**config.mk**
```make
export PLATFORM = sky130hd
export DESIGN_NAME = p_acc_seq
export DESIGN_NICKNAME = d
export VERILOG_FILES = /design/src/rtl/p_acc_seq_pkg.sv /design/src/rtl/p_acc_seq_p_acc.sv /design/src/rtl/p_acc_seq.sv
export SDC_FILE = /design/constraint.sdc
export NUM_CORES = 1
export LEC_CHECK = 0
export ABC_AREA = 1
export ABC_CLOCK_PERIOD_IN_PS = 4010
export CORE_ASPECT_RATIO = 2
export CORE_MARGIN = 8
export CORE_UTILIZATION = 45
export CTS_CLUSTER_DIAMETER = 60
export DETAILED_ROUTE_END_ITERATION = 6
export GPL_TIMING_DRIVEN = 0
export PLACE_DENSITY = 0.8
export SYNTH_ARGS = -nofsm -noshare
export SYNTH_HDL_FRONTEND = slang
export SYNTH_HIERARCHICAL = 1
export SYNTH_SLANG_ARGS = --single-unit
```
**constraint.sdc**
```tcl
create_clock -name clk -period 4.01 [get_ports clk]
set_input_delay 1.203 -clock clk [delete_from_list [all_inputs] [get_ports clk]]
set_output_delay 1.203 -clock clk [all_outputs]
set_load 0.005 [all_outputs]
```
**src/rtl/p_acc_seq_pkg.sv**
```systemverilog
// ----------------------------------------------------------------------------
// p_acc_seq_pkg
// Shared types and constants for the sequenced partial accumulator.
//   dtype_t / dconf_t : data configuration (integer or fixed-point, word width)
//   DEF_DCONF_C       : default configuration, 8-bit integer
//   S_IDLE/S_ACC/S_OUT: sequencer FSM state encodings
//   cnt_width()       : beat counter width, never below one bit
// The `DEF_DCONF macro expands to the default configuration so that modules
// can use it as a parameter default.
// ----------------------------------------------------------------------------
package p_acc_seq_pkg;

    typedef enum logic [0:0] {
        DT_INT = 1'b0,
        DT_FXP = 1'b1
    } dtype_t;

    typedef struct packed {
        dtype_t     dtype;
        logic [7:0] prec;
    } dconf_t;

    localparam dconf_t DEF_DCONF_C = '{dtype: DT_INT, prec: 8'd8};

    typedef logic [1:0] acc_seq_state_t;

    localparam acc_seq_state_t S_IDLE = 2'd0;
    localparam acc_seq_state_t S_ACC  = 2'd1;
    localparam acc_seq_state_t S_OUT  = 2'd2;

    function automatic int cnt_width(input int beats);
        return (beats > 1) ? $clog2(beats) : 1;
    endfunction

endpackage

`ifndef DEF_DCONF
`define DEF_DCONF p_acc_seq_pkg::DEF_DCONF_C
`endif

```
**src/rtl/p_acc_seq_p_acc.sv**
```systemverilog
// ----------------------------------------------------------------------------
// p_acc
// Combinational saturating adder tree: sums IN signed words of CONF.prec bits
// and clips the exact result to the word range.
// Ports:
//   in_data  in  IN x prec  operand lanes
//   out_data out prec       saturated sum
//   out_ovf  out 1          INT: clipped either way; FXP: clipped at the top
//   out_udf  out 1          FXP: clipped at the bottom; INT: 0
//   out_rnd  out 1          always 0 (equal-format addition is exact)
// ----------------------------------------------------------------------------
module p_acc
    import p_acc_seq_pkg::*;
#(
    parameter int     IN   = 9,
    parameter dconf_t CONF = `DEF_DCONF
) (
    input  logic [IN-1:0][CONF.prec-1:0] in_data,
    output logic [CONF.prec-1:0]         out_data,
    output logic                         out_ovf,
    output logic                         out_udf,
    output logic                         out_rnd
);

    localparam int W  = int'(CONF.prec);
    // Headroom for IN lanes plus one guard bit: the wide sum can never wrap.
    localparam int SW = W + $clog2(IN) + 1;

    localparam logic signed [SW-1:0] MAX_C = {{(SW-W+1){1'b0}}, {(W-1){1'b1}}};
    localparam logic signed [SW-1:0] MIN_C = {{(SW-W+1){1'b1}}, {(W-1){1'b0}}};

    logic signed [SW-1:0] w_sum;
    logic                 w_pos_sat;
    logic                 w_neg_sat;

    // Exact wide sum of all sign-extended lanes.
    always_comb begin
        w_sum = '0;
        for (int i = 0; i < IN; i++) begin
            w_sum = w_sum + {{(SW-W){in_data[i][W-1]}}, in_data[i]};
        end
    end

    // Clip the wide sum into the word range and note which side clipped.
    always_comb begin
        w_pos_sat = 1'b0;
        w_neg_sat = 1'b0;
        out_data  = w_sum[W-1:0];
        if (w_sum > MAX_C) begin
            w_pos_sat = 1'b1;
            out_data  = MAX_C[W-1:0];
        end else if (w_sum < MIN_C) begin
            w_neg_sat = 1'b1;
            out_data  = MIN_C[W-1:0];
        end else begin
            out_data  = w_sum[W-1:0];
        end
    end

    // Map clipping onto status flags according to the data type.
    always_comb begin
        out_rnd = 1'b0;
        if (CONF.dtype == DT_FXP) begin
            out_ovf = w_pos_sat;
            out_udf = w_neg_sat;
        end else begin
            out_ovf = w_pos_sat | w_neg_sat;
            out_udf = 1'b0;
        end
    end

endmodule

```
**src/rtl/p_acc_seq.sv**
```systemverilog
// ----------------------------------------------------------------------------
// p_acc_seq
// Folds BEATS chunks of IN products into one neuron sum by time-multiplexing a
// single (IN+1)-input p_acc; the running sum is fed back on lane IN.
// Ports:
//   clk, reset_             clock, async active-low reset
//   in_valid/in_ready       chunk handshake
//   in_data   IN x prec     chunk of products
//   out_valid/out_ready     result handshake, result held until taken
//   out_data  prec          accumulated sum
//   out_ovf/out_udf/out_rnd sticky status over all beats of the vector
//   bias      prec          first-beat feedback value (P_ACC_SEQ_BIAS_EN only)
// Build option: define P_ACC_SEQ_BIAS_EN to add the bias port; otherwise the
// first beat of every vector starts from zero.
// ----------------------------------------------------------------------------
module p_acc_seq
    import p_acc_seq_pkg::*;
#(
    parameter int     IN    = 8,
    parameter int     BEATS = 4,
    parameter dconf_t CONF  = `DEF_DCONF
) (
    input  logic                         clk,
    input  logic                         reset_,
    input  logic                         in_valid,
    output logic                         in_ready,
    input  logic [IN-1:0][CONF.prec-1:0] in_data,
    output logic                         out_valid,
    input  logic                         out_ready,
    output logic [CONF.prec-1:0]         out_data,
    output logic                         out_ovf,
    output logic                         out_udf,
    output logic                         out_rnd
`ifdef P_ACC_SEQ_BIAS_EN
    ,
    input  logic [CONF.prec-1:0]         bias
`endif
);

    localparam int W  = int'(CONF.prec);
    localparam int CW = cnt_width(BEATS);

    localparam logic [CW-1:0]  LAST_C        = CW'(BEATS - 1);
    localparam logic [CW-1:0]  ONE_C         = CW'(1'b1);
    // Where the first beat of a vector leads: a one-beat vector is done at once.
    localparam acc_seq_state_t FIRST_STATE_C = (BEATS == 1) ? S_OUT : S_ACC;
    localparam logic [CW-1:0]  FIRST_CNT_C   = (BEATS == 1) ? '0 : ONE_C;

    acc_seq_state_t      r_state;
    acc_seq_state_t      w_state_nxt;
    logic [CW-1:0]       r_cnt;
    logic [CW-1:0]       w_cnt_nxt;
    logic [W-1:0]        r_acc;
    logic                r_ovf;
    logic                r_udf;
    logic                r_rnd;

    logic                w_accept;
    logic                w_first;
    logic [W-1:0]        w_fb;
    logic [IN:0][W-1:0]  w_lanes;
    logic [W-1:0]        w_sum;
    logic                w_p_ovf;
    logic                w_p_udf;
    logic                w_p_rnd;

    // A beat arriving while a result is presented starts the next vector.
    assign w_first  = (r_state == S_IDLE) || (r_state == S_OUT);
    assign w_accept = in_valid & in_ready;

    // While a result waits, a new beat may only enter if the result retires.
    always_comb begin
        case (r_state)
            S_IDLE:  in_ready = 1'b1;
            S_ACC:   in_ready = 1'b1;
            S_OUT:   in_ready = out_ready;
            default: in_ready = 1'b0;
        endcase
    end

    // Feedback lane: start value on the first beat, running sum afterwards.
    always_comb begin
        if (w_first) begin
`ifdef P_ACC_SEQ_BIAS_EN
            w_fb = bias;
`else
            w_fb = '0;
`endif
        end else begin
            w_fb = r_acc;
        end
    end

    assign w_lanes = {w_fb, in_data};

    p_acc #(
        .IN   (IN + 1),
        .CONF (CONF)
    ) u_p_acc (
        .in_data  (w_lanes),
        .out_data (w_sum),
        .out_ovf  (w_p_ovf),
        .out_udf  (w_p_udf),
        .out_rnd  (w_p_rnd)
    );

    // Next-state and beat counter; the counter wraps to 0 on the last beat.
    always_comb begin
        w_state_nxt = r_state;
        w_cnt_nxt   = r_cnt;
        case (r_state)
            S_IDLE: begin
                if (w_accept) begin
                    w_state_nxt = FIRST_STATE_C;
                    w_cnt_nxt   = FIRST_CNT_C;
                end else begin
                    w_state_nxt = S_IDLE;
                    w_cnt_nxt   = r_cnt;
                end
            end
            S_ACC: begin
                if (w_accept) begin
                    if (r_cnt == LAST_C) begin
                        w_state_nxt = S_OUT;
                        w_cnt_nxt   = '0;
                    end else begin
                        w_state_nxt = S_ACC;
                        w_cnt_nxt   = r_cnt + ONE_C;
                    end
                end else begin
                    w_state_nxt = S_ACC;
                    w_cnt_nxt   = r_cnt;
                end
            end
            S_OUT: begin
                if (w_accept) begin
                    w_state_nxt = FIRST_STATE_C;
                    w_cnt_nxt   = FIRST_CNT_C;
                end else if (out_ready) begin
                    w_state_nxt = S_IDLE;
                    w_cnt_nxt   = r_cnt;
                end else begin
                    w_state_nxt = S_OUT;
                    w_cnt_nxt   = r_cnt;
                end
            end
            default: begin
                w_state_nxt = S_IDLE;
                w_cnt_nxt   = '0;
            end
        endcase
    end

    // State, running sum and sticky flags; flags restart on a vector's first beat.
    always_ff @(posedge clk or negedge reset_) begin
        if (!reset_) begin
            r_state <= S_IDLE;
            r_cnt   <= '0;
            r_acc   <= '0;
            r_ovf   <= 1'b0;
            r_udf   <= 1'b0;
            r_rnd   <= 1'b0;
        end else begin
            r_state <= w_state_nxt;
            r_cnt   <= w_cnt_nxt;
            if (w_accept) begin
                r_acc <= w_sum;
                if (w_first) begin
                    r_ovf <= w_p_ovf;
                    r_udf <= w_p_udf;
                    r_rnd <= w_p_rnd;
                end else begin
                    r_ovf <= r_ovf | w_p_ovf;
                    r_udf <= r_udf | w_p_udf;
                    r_rnd <= r_rnd | w_p_rnd;
                end
            end else begin
                r_acc <= r_acc;
                r_ovf <= r_ovf;
                r_udf <= r_udf;
                r_rnd <= r_rnd;
            end
        end
    end

    assign out_valid = (r_state == S_OUT);
    assign out_data  = r_acc;
    assign out_ovf   = r_ovf;
    assign out_udf   = r_udf;
    assign out_rnd   = r_rnd;

endmodule

```
==> results.cfg <==
[clock_tree]
insertion_delay_ps = 240
clock-sinks = 15
cts_htree_levels = 1
clock_path_buffers = 2
clock-root-buffer = clkbuf_16
numCtsBuffers = 3
clk_transition_reported_paths_ps = 50
cts_tree = yes

[layout]
post_layout_nonfiller_instances = 537
nFillCells = 522
finalNetCount = 593
combined_area_of_the_multi_input_logic_cells_mm2 = 0.00234
antennaDiodeCount = 0
mostFrequentLayoutCells = inv_1 (81), nand2_1 (69), fa_1 (47)
drive_gt1_share_pct = 27.7
layout.cells.most_common = inv_1
syn_to_final_growth_pct = 44.8
layout.area.seq_um2 = 375

[critical_path]
r2r_setup_slk_ps = -870
cell_with_the_largest_stage_delay_on_the_worst_path = fa_1
crit_cells = 24
endpoint_of_the_most_critical_register_to_register_path = out_data[3]
ff2ff_path_depth = 27
crit_path_start_kind = input port
timing.critical_path.cells = buf_6, fa_1, fa_1, fa_1, inv_1, fa_1, inv_2, ha_4, inv_4, fa_2, inv_2, buf_4, nand2_1, nand3_1, nand2_1, nand2_2, nand2_1, nor2_2, nand3_2, nand2_4, nand2_1, nand2_1, nand3_1, nand2_1
critical_path.reg2reg.startpoint = r_state[0]
worst_path_largest_cell_delay_ps = 570
cpMostUsedCell = nand2_1
cp_num_buf_inv = 6
critical_path.endpoint_type = flip-flop
worstSetupPathType = input port to flip-flop
timing.critical_path.max_delay_family = adder cells
critical_path_peak_fanout = 8
worst_ep_required_time_ps = 4190
cp.arrival_ps = 5250

[placement]
numPortBuffers = 80
dp.final_hpwl_um = 5880
gp_routability_congestion = 0.848
placedCellCount = 516

[detailed_routing]
drt_pass1_iterations = 4
route.detailed.drc = 0
final_antenna_net_count = 0
wire_per_inst_um = 14.1
num_vias = 2554
detail_route.vias_per_cell = 4.76
first_iter_violations = 78
totalWireLength_um = 7600

[floorplanning]
site_rows = 41
die_w_um = 72.8
core-area_mm2 = 0.00626
starting_density_of_the_core_pct = 46.5
i_o_pin_cnt = 81
design.die.area_mm2 = 0.00945
die_height_um = 130

[timing]
final_report_hold_violation_count = 0
post_route_clock_period_utilization_pct = 126
worst_clock_skew_ps = 3.63
report.final.setup_viol = 9
grt_setup_unrepaired = yes
report.final.slew_viol_count = 0
timing.slew.headroom_pct = 54.0
timing_worst_slew_pin_value_ps = 687
final.setup.worst_slack_ps = -1060
final.min_clock_period_ps = 5070
fmaxAchievable_mhz = 197

[worst_hold_path]
worstHoldPathCells = 2
worst_hold_path.endpoint = out_data[0]
kind_of_path_behind_the_tightest_hold_check = flip-flop to flip-flop
timing.hold.worst.start = out_data[0]

[logic_synthesis]
ys_ff_latch = 15
yosys_top_cell_by_area = fa_1
yosysSeqAreaShare_pct = 12.9
synthesis.area_mm2 = 0.00291
top_cells_by_area_in_the_synthesized_netlist = fa_1 (41%), inv_1 (14%), dfrtp_1 (13%)
synth.distinct_cells = 32
synth.yosys.warnings = 6
mean_area_per_synthesized_cell_um2 = 8.33
synth_top_cell_area_share_pct = 40.6
netlist_instances = 349

[global_route]
globalRoute.totalOverflow = 0
grtUsageTotal_pct = 17.7
grt_max_degree = 16
grt_pass1_vias = 3017
initial_antenna_violation_count = 0
grt_first_pass_wirelength_um = 13100

[outcome]
outcome = finished with violations
failed_checks = setup timing

[run]
cap_violations = 0
## through the flow
stage               instance area (µm²)  hold slack (ps)  TNS, ps  setup WS, ps  utilization [%]
floorplan                          2940              473    -8070          -947                -
global placement                   3850              490   -15730         -1800             61.5
detailed placement                 3850              492   -16370         -1880             61.5
CTS                                4170              505    -8050          -930             66.7
global route                       4210              515   -11410         -1330             67.3
finish                             4210              497    -9240         -1060             67.3
## Yosys cell counts
master      n
inv_1     106
nand2_1    81
fa_1       59
dfrtp_1    15
nand3_1    15
ha_1       14
nand2_2     9
nor2_1      8
a21oi_1     6
o21ai_0     5
nand4_1     4
nand3_2     3
buf_4       2
buf_6       2
nand3b_1    2
xnor2_1     2
a21boi_2    1
a21oi_2     1
a22oi_2     1
buf_2       1
clkbuf_1    1
conb_1      1
inv_2       1
nand2_4     1
nand3_4     1
nor2_2      1
nor3_1      1
o211ai_1    1
o21ai_2     1
o21bai_1    1
o21bai_2    1
xor2_1      1
## area by class of cell
type	count	share of cell area, %
buffer	6	1.10
inverter	107	9.78
timing repair buffer	97	20.2
multi-input combinational	222	55.6
sequential	15	8.92
tap	86	2.56
clock buffer	4	1.87
## worst min-delay path, cell delays in order, from the launching register on
cell and delay, ps:
dfrtp_1 360, nand2_1 60, nand2_1 50
## kinds of logic (layout without fill, tap and decap cells)
group / after synthesis / after routing / share of synthesized area [%]
adders and majority gates: 73 / 73 / 46.6
other: 1 / 2 / 0.129
buffers and inverters: 113 / 214 / 15.4
xor gates and xnor gates: 3 / 3 / 0.904
DFF: 15 / 15 / 12.9
AOI/OAI and AO/OA: 18 / 18 / 4.22
and+or+nand+nor: 126 / 126 / 19.8
## routing by layer
layer / global-route usage, % / part of all wire (%)
met5: 0 / 0
met4: 8.91 / 4.3
met2: 36.6 / 62
met1: 14.9 / 30
met3: 2.55 / 3.8
## sequential cells by signal, indices dropped and copies added, names as in the netlist
name and cells:
out_udf 1, out_data 8, r_state 2, r_cnt 2
out_rnd 1, out_ovf 1
## what timing repair did
item,in CTS,in global routing
setup endpoints to repair,9,9
gates resized for setup,155,12
setup buffers,15,2
hold buffers,0,0
pin swaps,89,22
## worst max-delay path by stage
stage,startpoint,to
final,in_data[50],out_data[3]
after global routing,in_data[50],out_data[3]
after CTS,in_data[18],out_ovf
after detailed placement,in_data[18],out_ovf
after global placement,in_data[18],out_ovf
after floorplan,in_data[18],out_ovf
Power is left out: the tool's default activity adds up to more than one toggle a clock period on the data nets, which glitch-free logic cannot reach.
